File: config.mk
export PLATFORM = sky130hd
export DESIGN_NAME = stream_fifo
export DESIGN_NICKNAME = d
export VERILOG_FILES = /design/src/rtl/stream_fifo_pkg.sv /design/src/rtl/stream_fifo_ptr.sv /design/src/rtl/stream_fifo.sv
export SDC_FILE = /design/constraint.sdc
export NUM_CORES = 1
export LEC_CHECK = 0
export ABC_AREA = 0
export BUFFER_PORTS_ARGS = -buffer_cell sky130_fd_sc_hd__buf_4
export CAP_MARGIN = 15
export CELL_PAD_IN_SITES_DETAIL_PLACEMENT = 0
export CELL_PAD_IN_SITES_GLOBAL_PLACEMENT = 2
export CORE_MARGIN = 3
export CORE_UTILIZATION = 50
export DETAILED_ROUTE_END_ITERATION = 10
export MAX_ROUTING_LAYER = met4
export PLACE_DENSITY_LB_ADDON = 0.1
export SLEW_MARGIN = 5
export SYNTH_ARGS = -nofsm -noshare
export SYNTH_HDL_FRONTEND = slang
export SYNTH_SLANG_ARGS = --single-unit
File: constraint.sdc
create_clock -name clk_in -period 7.72 [get_ports clk_in]
set_clock_uncertainty 0.15 [all_clocks]
set_input_delay 1.93 -clock clk_in [delete_from_list [all_inputs] [get_ports clk_in]]
set_output_delay 1.93 -clock clk_in [all_outputs]
set_load 0.005 [all_outputs]
File: src/rtl/stream_fifo_pkg.sv
// Shared sizing helpers and default thresholds for stream_fifo.
// Optional statistics ports are enabled by defining STREAM_FIFO_STATS_EN.
package stream_fifo_pkg;

    localparam int DEF_WORD_WIDTH    = 8;
    localparam int DEF_ADD_WIDTH     = 4;
    localparam int DEF_AFULL_THRESH  = 12;
    localparam int DEF_AEMPTY_THRESH = 4;
    localparam int DROP_CNT_WIDTH    = 16;

    function automatic int fifo_depth(input int add_width);
        return 1 << add_width;
    endfunction

    // One extra wrap bit distinguishes full from empty when the low bits match.
    function automatic int ptr_width(input int add_width);
        return add_width + 1;
    endfunction

    function automatic int level_width(input int add_width);
        return add_width + 1;
    endfunction

endpackage

File: src/rtl/stream_fifo_ptr.sv
// Wrapping FIFO pointer with wrap bit; clear has priority over increment.
// Instantiated once for the write side and once for the read side.
module stream_fifo_ptr
    import stream_fifo_pkg::*;
#(
    parameter int PTR_W = ptr_width(DEF_ADD_WIDTH)
) (
    input  logic             clk_in,
    input  logic             reset_in,
    input  logic             clr,
    input  logic             inc,
    output logic [PTR_W-1:0] ptr
);

    always_ff @(posedge clk_in or posedge reset_in) begin
        if (reset_in) begin
            ptr <= '0;
        end else if (clr) begin
            ptr <= '0;
        end else if (inc) begin
            ptr <= ptr + PTR_W'(1);
        end
    end

endmodule

File: src/rtl/stream_fifo.sv
// Synchronous valid/ready FIFO with first-word-fall-through output, level and threshold flags.
// Define STREAM_FIFO_STATS_EN to add hwm_out and drop_cnt_out statistics ports.
module stream_fifo
    import stream_fifo_pkg::*;
#(
    parameter int WORD_WIDTH    = DEF_WORD_WIDTH,
    parameter int ADD_WIDTH     = DEF_ADD_WIDTH,
    parameter int AFULL_THRESH  = DEF_AFULL_THRESH,
    parameter int AEMPTY_THRESH = DEF_AEMPTY_THRESH
) (
    input  logic                  clk_in,
    input  logic                  reset_in,
    input  logic                  flush_in,
    input  logic                  vld_in,
    output logic                  rdy_out,
    input  logic [WORD_WIDTH-1:0] data_in,
    output logic                  vld_out,
    input  logic                  rdy_in,
    output logic [WORD_WIDTH-1:0] data_out,
    output logic [ADD_WIDTH:0]    level_out,
    output logic                  almost_full_out,
    output logic                  almost_empty_out
`ifdef STREAM_FIFO_STATS_EN
    ,
    output logic [ADD_WIDTH:0]    hwm_out,
    output logic [DROP_CNT_WIDTH-1:0] drop_cnt_out
`endif
);

    localparam int DEPTH = fifo_depth(ADD_WIDTH);
    localparam int PTR_W = ptr_width(ADD_WIDTH);
    localparam int LVL_W = level_width(ADD_WIDTH);

    localparam logic [LVL_W-1:0] AFULL_LVL  = LVL_W'(AFULL_THRESH);
    localparam logic [LVL_W-1:0] AEMPTY_LVL = LVL_W'(AEMPTY_THRESH);

    logic [WORD_WIDTH-1:0] mem [DEPTH];

    logic [PTR_W-1:0]     wr_ptr;
    logic [PTR_W-1:0]     rd_ptr;
    logic [ADD_WIDTH-1:0] wr_addr;
    logic [ADD_WIDTH-1:0] rd_addr;
    logic [LVL_W-1:0]     level;
    logic                 full;
    logic                 empty;
    logic                 push;
    logic                 pop;

    assign wr_addr = wr_ptr[ADD_WIDTH-1:0];
    assign rd_addr = rd_ptr[ADD_WIDTH-1:0];

    assign empty = (wr_ptr == rd_ptr);
    assign full  = (wr_addr == rd_addr) && (wr_ptr[PTR_W-1] != rd_ptr[PTR_W-1]);
    assign level = wr_ptr - rd_ptr;

    // Readiness comes only from registered pointers, so a full FIFO refuses a push even while popping.
    assign rdy_out = ~full;
    assign vld_out = ~empty;
    assign push    = vld_in & rdy_out;
    assign pop     = vld_out & rdy_in;

    stream_fifo_ptr #(.PTR_W(PTR_W)) u_wr_ptr (
        .clk_in   (clk_in),
        .reset_in (reset_in),
        .clr      (flush_in),
        .inc      (push),
        .ptr      (wr_ptr)
    );

    stream_fifo_ptr #(.PTR_W(PTR_W)) u_rd_ptr (
        .clk_in   (clk_in),
        .reset_in (reset_in),
        .clr      (flush_in),
        .inc      (pop),
        .ptr      (rd_ptr)
    );

    always_ff @(posedge clk_in) begin
        if (push && !flush_in) begin
            mem[wr_addr] <= data_in;
        end
    end

    assign data_out         = empty ? '0 : mem[rd_addr];
    assign level_out        = level;
    assign almost_full_out  = (level >= AFULL_LVL);
    assign almost_empty_out = (level <= AEMPTY_LVL);

`ifdef STREAM_FIFO_STATS_EN
    logic [LVL_W-1:0]          hwm;
    logic [DROP_CNT_WIDTH-1:0] drop_cnt;

    always_ff @(posedge clk_in or posedge reset_in) begin
        if (reset_in) begin
            hwm      <= '0;
            drop_cnt <= '0;
        end else if (flush_in) begin
            hwm      <= '0;
            drop_cnt <= '0;
        end else begin
            if (level > hwm) begin
                hwm <= level;
            end
            // Saturating count of cycles where the producer was stalled by a full FIFO.
            if (vld_in && !rdy_out && (drop_cnt != {DROP_CNT_WIDTH{1'b1}})) begin
                drop_cnt <= drop_cnt + DROP_CNT_WIDTH'(1);
            end
        end
    end

    assign hwm_out      = hwm;
    assign drop_cnt_out = drop_cnt;
`endif

endmodule

==> flow_summary.yaml <==
worst_setup_path:
  arrival_ns: 3.14
  path_max_fanout: 19
  cp.required_ns: 5.64
  critPathLaunchType: "flip-flop"
  reg2reg_depth: 6
  cp-end-kind: "primary output"
  critical_path_class: "reg2out"
clock_network:
  hold_buffers: 0
  clk_pin_slew_ns: 0.05
  clk_latency_ns: 0.41
  cts_setup_buffers: 0
  clock-root-buffer: "clkbuf_16"
  post_cts_resize_count: 0
  clockBufferDepth: 2
  cts_tree: "yes"
  htree_levels: 4
  cts_buffers: 17
  clkSinkCount: 138
synth:
  yosys.area.top_type_share_pct: 66.25
  synth.avg_cell_area_sq_um: 18.60
  yosys-top-cells-count: "128 x edfxtp_1, 24 x nor2_1, 19 x mux4_2"
  synth_ff_type: "edfxtp_1"
  async_reset_ff_share_pct: 7.246
  synth-edff-count: 128
  yosysUniqueCellTypes: 33
  yosysMostFrequentCell: "edfxtp_1"
  yosysSeqAreaShare_pct: 70.56
  synth_warnings: 0
  syn_area_sq_mm: 0.005802
  ys_ff_latch: 138
  synth.area.top_cells: "edfxtp_1 66%, mux4_2 7.4%, mux4_1 5.9%, dfrtp_1 4.3%, a211oi_1 2.2%"
  synthCells: 312
  synth_top_cell_by_area: "edfxtp_1"
  synth_nets: 335
power:
  switching_power_mw: 0.4211
  power_mw: 1.938
  leakagePower_nw: 2.340
  intPower_mw: 1.517
  power_density_mw_per_mm2: 286.3
  p_clk_share_pct: 43.4
  power_frac_comb_pct: 13.1
  p_seq_share_pct: 43.5
  swShare_pct: 21.72
  peakVddDrop_v: 0.0001963
place:
  gp_congestion: 0.7534
  port_buffers: 29
  pre_cts_ws_ns: 2.948
  post-dp-hpwl_um: 7502
drt:
  drt_iter0_markers: 141
  drt-vias-per-instance: 5.831
  post_drt_wl_per_cell_um: 23.03
  via_count: 2933
  firstDrtPassIters: 5
  drt_wl_total_um: 11590
  ant_nets: 0
  drcViolationCount: 0
global_routing:
  grt_pass1_wl_um: 18110
  grt_pass1_vias: 3141
  gr-total-overflow: 0
  grt_antenna_before_repair: 0
  grt_start_max_net_pins: 25
  track_usage_pct: 20.48
sta:
  maxSlewHeadroom_pct: 35.54
  fmax_mhz: 191.7
  setup_viol: 0
  setup_ws_ns: 2.503
  period_minus_slack_ns: 5.217
  post-route-period-util_pct: 67.58
  max_slew.worst_pin.slew_ns: 0.9633
  setup-tns-final_ns: 0
  grt_setup_unrepaired: "no"
  final_hold_viol_count: 0
  drv_slew: 0
floorplanning:
  die_x_um: 113.7
  die-area_sq_mm: 0.01293
  fp.dieH_um: 113.7
  initial_utilization_pct: 52.37
  rows: 38
  boundaryPins: 30
  fp.coreArea_sq_mm: 0.01108
finish:
  fin_util_pct: 61.12
  fill_cells: 814
  diodes: 0
  layout-drive-gt1-share_pct: 22.59
  syn_to_final_growth_pct: 16.71
  num-nets-final: 375
status:
  status: "completed"
min_path:
  min_delay_path_depth: 2
  worstHoldPathType: "reg2reg"
run:
  maxCapViolCount: 0
==> registers in the layout, indices dropped and copies added (netlist names) <==
register / flops
mem: 128
u_rd_ptr.ptr: 5
u_wr_ptr.ptr: 5
==> through the flow <==
step	cell area, sq um	hold slack, ns	cells
6_report	6771	0.4896	503
4_1_cts	6771	0.4904	503
3_5_place_dp	6161	0.4766	473
2_1_floorplan	5802	0.4348	312
5_1_grt	6771	0.5503	503
3_3_place_gp	6161	0.4774	473
==> kinds of logic (layout without fill, tap and decap cells) <==
| logic type | count (synthesis) | after routing | share of synthesized area [%] |
|---|---|---|---|
| flops | 138 | 138 | 70.56 |
| compound gates | 30 | 30 | 3.645 |
| mux | 42 | 42 | 14.99 |
| xor+xnor | 12 | 12 | 1.941 |
| buf+inv | 25 | 76 | 2.156 |
| simple gates | 55 | 55 | 4.421 |
| fa+ha+maj | 10 | 10 | 2.286 |
==> metal layers <==
layer  global-route usage (%)  up-vias  wire length, um
li1                         -     1328                -
met2                    32.86       60             5835
met4                    8.974        0              274
met3                    4.615       22              416
met1                    25.21     1523             5058
met5                        -        -                0
==> power by group through the flow <==
stage	sequential [mW]	combinational [mW]	clock, mW
3_3_place_gp	0.858	0.256	0
6_report	0.842	0.254	0.842
3_5_place_dp	0.858	0.257	0
2_1_floorplan	0.845	0.166	0
5_1_grt	0.845	0.280	0.885
4_1_cts	0.843	0.259	0.853
==> cell usage in the layout (no fill, tap or decap), types with 5 or more instances in the layout <==
master	count
clkbuf_16	17
xnor2_1	9
nand2_1	9
clkinv_1	5
mux2i_1	10
edfxtp_1	128
bufinv_16	5
mux4_2	19
ha_1	9
mux4_1	13
buf_4	36
dfrtp_1	9
a211oi_1	17
nor2b_1	8
nor2_1	24
inv_1	9
==> path summary, 6_finish.rpt <==
check                                     start               to  slack, ns
worst min-delay path            u_rd_ptr.ptr[4]  u_rd_ptr.ptr[4]       0.49
worst max register to register  u_rd_ptr.ptr[3]       mem[13][5]       4.04
max in group asynchronous              reset_in  u_rd_ptr.ptr[0]       5.78
worst min register to register  u_rd_ptr.ptr[4]  u_rd_ptr.ptr[4]       0.49
worst max-delay path            u_rd_ptr.ptr[3]      data_out[0]       2.50
min in group asynchronous              reset_in  u_rd_ptr.ptr[2]       1.35
==> worst max-delay path: stages (launching register included) <==
cell      delay [ns]
dfrtp_1         0.83
inv_1           0.15
ha_1            0.39
nand4_1         0.26
nor2_1          0.74
a211oi_1        0.15
buf_4           0.20
==> cell type report <==
cell class	count	area, sq um	share of cell area [%]
Clock buffer	19	432.9	6.393
Inverter	10	37.54	0.5543
Clock inverter	11	177.7	2.624
Sequential cell	138	4095	60.48
Timing Repair Buffer	36	270.3	3.991
Multi-Input combinational cell	149	1583	23.37
Tap cell	140	175.2	2.587
(Power assumes the default switching activity.)
